**src/rtl/color_sequencer_pkg.sv**
```systemverilog
// color_seq_pkg: shared mode/state types, palette table and channel scaling helpers.
package color_seq_pkg;
  typedef enum logic [1:0] {M_STEP, M_HOLD, M_FADE, M_BLANK} mode_t;
  typedef enum logic [2:0] {S_IDLE, S_STEP, S_HOLD, S_FADE, S_BLANK} state_t;
  localparam logic [23:0] PALETTE [16] = '{
    24'hFF0000, 24'hFF6100, 24'hFFFF00, 24'h00FF00,
    24'h0000FF, 24'h082E54, 24'hA020F0, 24'hFFFFFF,
    24'h00FFFF, 24'hFF00FF, 24'hFF69B4, 24'h008080,
    24'h80FF00, 24'h000080, 24'h808080, 24'h404040
  };
  function automatic logic [31:0] pal_scale(input logic [7:0] p, input int w);
    return w >= 8 ? {24'd0, p} << (w - 8) : {24'd0, p} >> (8 - w);
  endfunction
  function automatic state_t st_of(input mode_t m);
    return m == M_STEP ? S_STEP : m == M_HOLD ? S_HOLD : m == M_FADE ? S_FADE : S_BLANK;
  endfunction
endpackage

```
**src/rtl/color_fade_channel.sv**
```systemverilog
// color_fade_channel: next duty value for one channel (blank, load, or clamped ramp toward target).
module color_fade_channel #(
  parameter int W = 8
)(
  input  logic [W-1:0] current,
  input  logic [W-1:0] target,
  input  logic [W-1:0] step,
  input  logic         load,
  input  logic         fade_en,
  input  logic         blank,
  output logic [W-1:0] nxt,
  output logic         at_target
);
  logic signed [W:0] d, s;
  assign at_target = current == target;
  always_comb begin
    d = $signed({1'b0, target}) - $signed({1'b0, current});
    s = $signed({1'b0, step});
    nxt = blank ? '0 : load ? target : !fade_en ? current :
          d > s ? current + step : d < -s ? current - step : target;
  end
endmodule

```
**src/rtl/color_sequencer.sv**
```systemverilog
// color_sequencer: palette-driven RGB duty sequencer with step/hold/fade/blank modes and tick prescaler.
module color_sequencer
  import color_seq_pkg::*;
#(
  parameter int W = 8,
  parameter int N = 7,
  parameter int DIV = 1000,
  parameter int DWELL = 4,
  parameter int STEP = 1,
  localparam int IW = N > 1 ? $clog2(N) : 1
)(
  input  logic          clk,
  input  logic          rst,
  input  logic [1:0]    sw,
  output logic [W-1:0]  R_time_out,
  output logic [W-1:0]  G_time_out,
  output logic [W-1:0]  B_time_out,
  output logic [IW-1:0] color_idx,
  output logic          seq_wrap
);
  localparam int CW = DIV > 1 ? $clog2(DIV) : 1;
  localparam int DW = $clog2(DWELL + 1);
  logic [1:0] s1, s2;
  mode_t mode;
  state_t state, state_n, cur_st;
  logic [CW-1:0] cnt;
  logic [DW-1:0] dwell, dwell_n, deff;
  logic [W-1:0] ch [3], nv [3], tgt [3];
  logic [2:0] at;
  logic [IW-1:0] nidx, tidx;
  logic tick, idle, change, last, is_step, is_fade, step_adv, fade_adv, adv;
  logic load, fade_en, blank, all_at;
  assign R_time_out = ch[0];
  assign G_time_out = ch[1];
  assign B_time_out = ch[2];
  always_comb begin
    tick = cnt == CW'(DIV - 1);
    idle = state == S_IDLE;
    cur_st = st_of(mode);
    change = !idle && state != cur_st;
    deff = change ? '0 : dwell;
    last = deff == DW'(DWELL - 1);
    is_step = !idle && mode == M_STEP;
    is_fade = !idle && mode == M_FADE;
    step_adv = is_step && tick && last;
    nidx = color_idx == IW'(N - 1) ? '0 : color_idx + 1'b1;
    tidx = idle ? '0 : step_adv ? nidx : color_idx;
    load = tick && (idle || is_step);
    blank = !idle && mode == M_BLANK;
    state_n = idle && !tick ? S_IDLE : cur_st;
  end
  // Fade advance and dwell depend on at_target, kept apart from the target-select path.
  always_comb begin
    all_at = &at;
    fade_adv = is_fade && tick && all_at && last;
    adv = step_adv || fade_adv;
    fade_en = is_fade && tick && !all_at;
    dwell_n = tick && (is_step || (is_fade && all_at)) ? (last ? '0 : deff + 1'b1) :
              !tick && (is_step || is_fade) ? deff : '0;
  end
  for (genvar i = 0; i < 3; i++) begin : g_ch
    assign tgt[i] = W'(pal_scale(PALETTE[tidx][23-8*i -: 8], W));
    color_fade_channel #(.W(W)) u_ch (
      .current(ch[i]), .target(tgt[i]), .step(W'(STEP)), .load(load),
      .fade_en(fade_en), .blank(blank), .nxt(nv[i]), .at_target(at[i])
    );
  end
  always_ff @(posedge clk or negedge rst) begin
    if (!rst) state <= S_IDLE;
    else state <= state_n;
  end
  // sw is asynchronous: two synchroniser flops, then the registered mode.
  always_ff @(posedge clk or negedge rst) begin
    if (!rst) begin
      s1 <= '0;
      s2 <= '0;
      mode <= M_STEP;
      cnt <= '0;
      dwell <= '0;
      color_idx <= '0;
      seq_wrap <= 1'b0;
      ch <= '{'0, '0, '0};
    end else begin
      s1 <= sw;
      s2 <= s1;
      mode <= mode_t'(s2);
      cnt <= tick ? '0 : cnt + 1'b1;
      dwell <= dwell_n;
      color_idx <= adv ? nidx : color_idx;
      seq_wrap <= adv && color_idx == IW'(N - 1);
      ch <= nv;
    end
  end
endmodule

```
**config.mk**
```make
export PLATFORM = sky130hd
export DESIGN_NAME = color_sequencer
export DESIGN_NICKNAME = d
export VERILOG_FILES = /design/src/rtl/color_sequencer_pkg.sv /design/src/rtl/color_fade_channel.sv /design/src/rtl/color_sequencer.sv
export SDC_FILE = /design/constraint.sdc
export NUM_CORES = 1
export LEC_CHECK = 0
export BUFFER_PORTS_ARGS = -buffer_cell sky130_fd_sc_hd__buf_2
export CAP_MARGIN = 20
export CORE_AREA = 2 2 104 86
export CTS_CLUSTER_DIAMETER = 150
export CTS_CLUSTER_SIZE = 12
export DETAILED_ROUTE_END_ITERATION = 8
export DIE_AREA = 0 0 106 88
export GPL_TIMING_DRIVEN = 0
export HOLD_SLACK_MARGIN = 0.12
export PLACE_DENSITY = 0.82
export SYNTH_ARGS = -nofsm -noshare
export SYNTH_HDL_FRONTEND = slang
export SYNTH_SLANG_ARGS = --single-unit
export TNS_END_PERCENT = 1
```
**constraint.sdc**
```tcl
create_clock -name clk -period 7.3 [get_ports clk]
set_input_delay 1.46 -clock clk [delete_from_list [all_inputs] [get_ports clk]]
set_output_delay 1.46 -clock clk [all_outputs]
set_load 0.01 [all_outputs]
```
## After elaboration in Yosys (flattened, before gate mapping)

Memory sizes are Yosys's and may differ from the RTL's.
Index checks and enable logic that the tools add are counted.

| storage, ports and cells | value |
|---|---|
| output and inout port bits | 28 |
| memories kept | 1 |
| input port bits | 4 |
| register bits | 50 |
| bits in read-only memories | 384 |

Memory list:

| name | depth | width | read ports | clocked after Yosys merged registers in | write ports | RTL line | text |
|---|---|---|---|---|---|---|---|
| (no name shown) | 16 | 24 | 1 | 0 | 0 | color_sequencer.sv:62 | `assign tgt[i] = W'(pal_scale(PALETTE[tidx][23-8*i -: 8], W));` |

| cells by class | value |
|---|---|
| add/subtract/negate cells | 12 |
| order comparisons | 7 |
| bitwise gates (word level) | 1 |
| mux-type cells | 29 |
| reduce and logical (&&, ||, !) cells | 27 |
| equal/unequal tests | 10 |

Operators with widths:

| kind | number |
|---|---|
| 8-bit two-way mux | 15 |
| 24-bit two-way mux | 2 |
| 3-bit two-way mux | 11 |
| 9-bit by 2-bit > comparator with 1-bit output, second input constant | 3 |
| 9-bit by 1-bit less-than comparator with 1-bit output, second input constant | 3 |
| 8-bit by 8-bit subtractor with 9-bit output | 3 |
| 8-bit by 1-bit adder with 8-bit output, second input constant | 3 |
| 8-bit equality test | 3 |
| 8-bit by 1-bit subtractor with 8-bit output, second input constant | 3 |
| 1-bit logical AND | 16 |
| 10-bit by 1-bit adder with 10-bit output, second input constant | 1 |
| 10-bit equality test, second input constant | 1 |
| 10-bit two-way mux | 1 |
| 3-bit by 1-bit adder with 3-bit output, second input constant | 2 |
| 4-bit by 5-bit >= comparator with 1-bit output, second input constant | 1 |
| 2-bit equality test, second input constant | 2 |
| 1-bit logical OR | 4 |
| 3-bit NOT with 4-bit output | 1 |
| 3-bit by 2-bit equality test with 1-bit output, second input constant | 1 |
| 3-bit equality test, second input constant | 1 |
| 1-bit logical NOT | 3 |
| 3-bit logical NOT | 1 |
| 3-bit inequality test | 1 |
| 3-bit AND reduction | 1 |
| other kinds (3) | 3 |

## Depth between registers and ports, before layout

| logic depth | value |
|---|---|
| depth after elaboration | 22 |
| depth in mapped cells | 30 |
| depth with buffers taken out | 27 |

## Cells and area by module

Synthesis repeated with hierarchy kept, for this count alone.

| unflattened totals | value |
|---|---|
| cells, all modules | 962 |
| area, all modules | 7721.2 um^2 |

Modules (own cells, without submodules):

| module | area an instance (um^2) | times used | cells each |
|---|---|---|---|
| color_fade_channel at g_ch[1].u_ch ... | 1805.5 | 2 | 252 |
| color_sequencer | 2309.7 | 1 | 205 |
| color_fade_channel at g_ch[0].u_ch | 1800.5 | 1 | 253 |

## Worst setup path after synthesis

No wires, ideal clock.

| path | value |
|---|---|
| path type | reg-to-reg |
| from | register mode[0] |
| to | register ch (netlist bit B_time_out[2]) |
| slack | 1.640 ns |
| data required time | 7.170 ns |
| cell stages (with the launch flop) | 28 |
| clock period less this slack | 5.660 ns |
| arrival time | 5.530 ns |
| cells stage by stage | dfrtp_1 > inv_1 > ha_1 > or3_4 > a211oi_2 > nor2_1 > o21ai_0 > and2_1 > ha_1 > and4_1 > buf_2 > mux2i_1 > or2_2 > inv_1 > ha_1 > nand2b_1 > inv_1 > ha_1 > nor2b_1 > o31a_1 > o21ai_1 > mux2_2 > o31a_1 > clkbuf_1 > o211ai_1 > o21bai_1 > a21oi_1 > o41ai_1 |

| between the ends | value |
|---|---|
| cells in the longest elaborated chain, start to end | 22 |

Ends and longest elaborated chain:

| what | RTL line | text |
|---|---|---|
| from (decl) | color_sequencer.sv:24 | `mode_t mode;` |
| from (signal assigned) | color_sequencer.sv:86 | `mode <= mode_t'(s2);` |
| 2-bit equality test | color_sequencer_pkg.sv:15, color_sequencer.sv:44 |  |
| 3-bit two-way mux (3 in series) | color_sequencer_pkg.sv:15 | `return m == M_STEP ? S_STEP : m == M_HOLD ? S_HOLD : m == M_FADE ? S_FADE : S_BLANK;` |
| 3-bit inequality test | color_sequencer.sv:40 | `change = !idle && state != cur_st;` |
| 1-bit logical AND | color_sequencer.sv:40 |  |
| 3-bit two-way mux | color_sequencer.sv:41 | `deff = change ? '0 : dwell;` |
| 3-bit by 2-bit equality test with 1-bit output | color_sequencer.sv:42 | `last = deff == DW'(DWELL - 1);` |
| 1-bit logical AND | color_sequencer.sv:45 | `step_adv = is_step && tick && last;` |
| 3-bit two-way mux (2 in series) | color_sequencer.sv:47 | `tidx = idle ? '0 : step_adv ? nidx : color_idx;` |
| 3-bit NOT with 4-bit output (implied by the code) | color_sequencer.sv:62 |  |
| memory 16 x 24 bit | -- |  |
| 24-bit two-way mux (implied by the code) (2 in series) | color_sequencer.sv:62 |  |
| 8-bit by 8-bit subtractor with 9-bit output | color_fade_channel.sv:17 | `d = $signed({1'b0, target}) - $signed({1'b0, current});` |
| 9-bit by 1-bit less-than comparator with 1-bit output | color_fade_channel.sv:20 | `d > s ? current + step : d < -s ? current - step : target;` |
| 8-bit two-way mux (2 in series) | color_fade_channel.sv:20 |  |
| 8-bit two-way mux (3 in series) | color_fade_channel.sv:19 | `nxt = blank ? '0 : load ? target : !fade_en ? current :` |
| to (signal assigned) | color_sequencer.sv:82 | `ch <= '{'0, '0, '0};` |
| to (signal assigned) | color_sequencer.sv:91 | `ch <= nv;` |
| to (decl) | color_sequencer.sv:28 | `logic [W-1:0] ch [3], nv [3], tgt [3];` |

Several ways; a longest one is shown, not always the timed one. The select of a mux whose other input is x is not followed.
A chain may end at the register's enable or synchronous reset.

## Worst setup path in the final report

| path | value |
|---|---|
| from | register mode[0] |
| to | register ch (netlist bit B_time_out[7]) |

The elaborated chain is that of the path after synthesis.

==> impl_summary.log <==
INFO  metric asyncSetResetFlopFracSynth = 100%
INFO  metric post_dp_cell_area = 5330 µm²
INFO  metric globalRouteMet3Util = 4.17%
INFO  metric grt_most_used_layer = met2
INFO  metric route.vias.total = 5144
INFO  metric power.static_leakage = 2.43 nW
INFO  metric clock_tree.buffer_depth = 2
INFO  metric diodes = 0
INFO  metric critPathMaxStageDelay = 0.59 ns
INFO  metric setup_tns = 0 ns
INFO  metric drive_above_1_share = 10.3%
INFO  metric grtUsageTotal = 30.4%
INFO  metric drt.antenna.violating_nets = 0
INFO  metric core_region_area = 8300 µm²
INFO  metric grt_overflow = 0
INFO  metric power_density = 88.1 nW/µm²
INFO  metric drcViolationCount = 0
INFO  metric num_rows = 30
INFO  metric yosys_register_bits = 50
INFO  metric max_slew.worst_pin.slew = 0.789 ns
INFO  metric nets = 718
INFO  metric pin_count = 32
INFO  metric postRouteWirelength = 14.0 mm
INFO  metric most-common-layout-cells = 56 x nor2_1, 55 x inv_1, 50 x dfrtp_1, 48 x nand2_1, 45 x ha_1
INFO  metric yosys_warnings = 0
INFO  metric status = finished, final reports clean
INFO  metric synth_enable_flop_cells = 0
INFO  metric grt_met1_usage = 43.1%
INFO  metric area.growth.synth_to_final = 8.34%
INFO  metric critical-path-top-cell-by-count = ha_1
INFO  metric synth.lib_cells_used.distinct = 77
INFO  metric fp.dieArea = 9330 µm²
INFO  metric critPathLaunchType = register
INFO  metric timing.slew.headroom = 47.4%
INFO  metric numCtsBuffers = 5
INFO  metric synth-seq-area-share = 25.0%
INFO  metric setup_viol = 0
INFO  metric path_buf_inv = 5
INFO  metric holdCritPathClass = reg2reg
INFO  metric syn_inst = 629
INFO  metric dp_hpwl = 10.7 mm
INFO  metric cts_tree = built
INFO  metric grt_setup_unrepaired = false
INFO  metric root_buffer = clkbuf_8
INFO  metric synth.cell_area = 5010 µm²
INFO  metric critical_path_required = 7.46 ns
INFO  metric maxSlewViolCount = 0
INFO  metric achievable-frequency = 147 MHz
INFO  metric grtUsageMet2 = 49.1%
INFO  metric numClockSinks = 50
INFO  metric fin_skew = 0.0115 ns
INFO  metric final_design_area_no_fill = 5430 µm²
INFO  metric initial_core_util = 60.4%
INFO  metric vias_in_the_first_global_route = 4628
INFO  metric drt-vias-per-instance = 6.59
INFO  metric min_period = 6.82 ns
INFO  metric die_x = 106 µm
INFO  metric htreeDepth = 2
INFO  metric synth_ff_type = dfrtp_1
INFO  metric timing.critical_path.to_type = register
INFO  metric critPathMaxFanout = 10
INFO  metric route.detailed.wl_per_inst = 18.0 µm
INFO  metric post_synth.cell_area_avg = 7.97 µm²
INFO  metric vdd.ir_drop.worst = 0.0955 mV
INFO  metric syn_nets = 679
INFO  metric insertion_delay = 0.32 ns
INFO  metric critical-path-top-delay-family = simple AND/OR/NAND/NOR gates
INFO  metric slowest_stage = clkbuf_1
INFO  metric grt_max_degree = 31
INFO  metric drt-pass1-iter-count = 5
INFO  metric finalHoldViolCount = 0
INFO  metric gp_congestion = 0.942
INFO  metric count_of_routing_violations_after_the_opening_detailed_route_iteration = 512
INFO  metric initial_antenna_violation_count = 0
INFO  metric clk_transition_reported_paths = 0.10 ns
INFO  metric layout.cells.most_common = nor2_1
INFO  metric grt_first_pass_wirelength = 22.7 mm
INFO  metric period_share = 93.4%
INFO  metric die_y = 88 µm
INFO  metric placement.io_buffers = 31
INFO  metric max_cap_violations = 0
INFO  metric worst-setup-path-type = reg2reg
INFO  metric cp_data_arrival_time = 6.98 ns
-- what timing repair did --
item | in CTS | in global routing
setup buffers | 0 | 0
gates resized for setup | 0 | 1
setup endpoints to repair | 0 | 20
hold buffers | 0 | 0
-- layout make-up --
| class | count | area, µm² |
|---|---|---|
| Tap cell | 112 | 140 |
| Fill cell | 700 | 2870 |
| Inverter | 57 | 214 |
| Timing Repair Buffer | 32 | 175 |
| Buffer | 19 | 82.6 |
| Clock inverter | 2 | 16.3 |
| Clock buffer | 6 | 82.6 |
| Multi-Input combinational cell | 503 | 3470 |
| Sequential cell | 50 | 1250 |
-- synthesized netlist by cell type (5+ instances only) --
cell	instances	share of area, %
and3_1	9	1.1
ha_1	45	11
nand3_1	31	3.1
o31a_1	6	1.0
mux2_2	6	1.3
clkbuf_1	14	1.0
a21o_1	7	1.0
xor2_1	10	1.7
a211oi_1	8	1.2
o21ai_1	7	0.70
o22ai_1	7	0.87
a31oi_1	7	0.87
o31ai_1	5	0.75
nand2b_1	5	0.62
nor2_1	56	4.2
dfrtp_1	50	25
o21bai_1	5	0.75
a22o_1	6	1.0
a221oi_1	5	0.87
o21ai_0	31	3.1
o21a_1	8	1.2
nand4_1	9	1.1
nor3_1	26	2.6
nand2_1	48	3.6
inv_1	55	4.1
a22oi_1	5	0.75
o211ai_1	13	1.9
nor4_1	5	0.62
o221ai_1	5	0.87
a21oi_1	30	3.0
nor2b_1	8	1.0
xnor2_1	20	3.5
-- worst paths after layout --
path                            startpoint             to  slack (ns)  cells after the start
max in group asynchronous              rst  B_time_out[2]        5.67                      2
worst min register to register       s1[0]          s2[0]        0.35                      0
worst min-delay path                 s1[0]          s2[0]        0.35                      0
worst max-delay path               mode[0]  B_time_out[7]        0.48                     26
worst max register to register     mode[0]  B_time_out[7]        0.48                     26
min in group asynchronous              rst       state[2]        1.09                      1
-- worst register-to-register path, stage by stage (launching register included) --
cell	delay [ns]
dfrtp_1	0.38
inv_1	0.09
ha_1	0.26
or3_4	0.39
a211oi_2	0.24
nor2_1	0.08
o21ai_0	0.24
and2_1	0.20
ha_1	0.27
and4_1	0.22
buf_2	0.16
nand2_1	0.09
o21ai_0	0.19
and2_1	0.25
ha_1	0.22
inv_1	0.11
mux2i_4	0.35
inv_1	0.24
ha_1	0.41
nand4_1	0.11
nor4_1	0.46
a21boi_0	0.20
o21bai_1	0.21
nand2_1	0.08
nand2_1	0.38
clkbuf_1	0.59
o21ai_0	0.24
-- layer usage --
layer | vias up | share of wire, %
met5 | - | 0
met1 | 2437 | 45
met3 | 38 | 9.0
met2 | 264 | 44
met4 | 0 | 2.1
li1 | 2405 | -
-- sequential cells by signal (all words and copies together), names as in the netlist --
| register | flops |
|---|---|
| G_time_out | 8 |
| seq_wrap | 1 |
| color_idx | 3 |
| B_time_out | 8 |
| s2 | 2 |
| s1 | 2 |
| mode | 2 |
| R_time_out | 8 |
| state | 3 |
| cnt | 10 |
| dwell | 3 |
-- stage by stage --
| step | std cells | hold WS (ns) | worst slack [ns] | util, % | power, mW |
|---|---|---|---|---|---|
| after floorplan | 629 | 0.331 | 1.64 | - | 0.292 |
| after global placement | 772 | 0.336 | 0.663 | 64.0 | 0.300 |
| after detailed placement | 773 | 0.336 | 0.482 | 64.2 | 0.302 |
| after CTS | 781 | 0.358 | 0.441 | 65.4 | 0.481 |
| after global routing | 781 | 0.363 | 0.0517 | 65.5 | 0.491 |
| final | 781 | 0.355 | 0.483 | 65.5 | 0.478 |
-- kinds of logic (layout without fill, tap and decap cells) --
kind of cell | Yosys count | count (layout) | synth area share (%)
muxes | 11 | 11 | 2.70
and+or+nand+nor | 220 | 220 | 21.6
xor gates and xnor gates | 30 | 30 | 5.24
AOI/OAI and AO/OA | 196 | 196 | 28.0
adders and majority gates | 46 | 46 | 11.6
DFF | 50 | 50 | 25.0
buffers and inverters | 76 | 116 | 5.92
-- power breakdown --
group | total [mW] | leakage (nW) | internal [mW] | switching, mW
combinational | 0.0175 | 1.71 | 0.00557 | 0.0119
clock | 0.182 | 0.0478 | 0.0783 | 0.103
sequential | 0.279 | 0.670 | 0.278 | 0.000873
total | 0.478 | 2.43 | 0.362 | 0.116
Power figures use the tool's default switching activity.
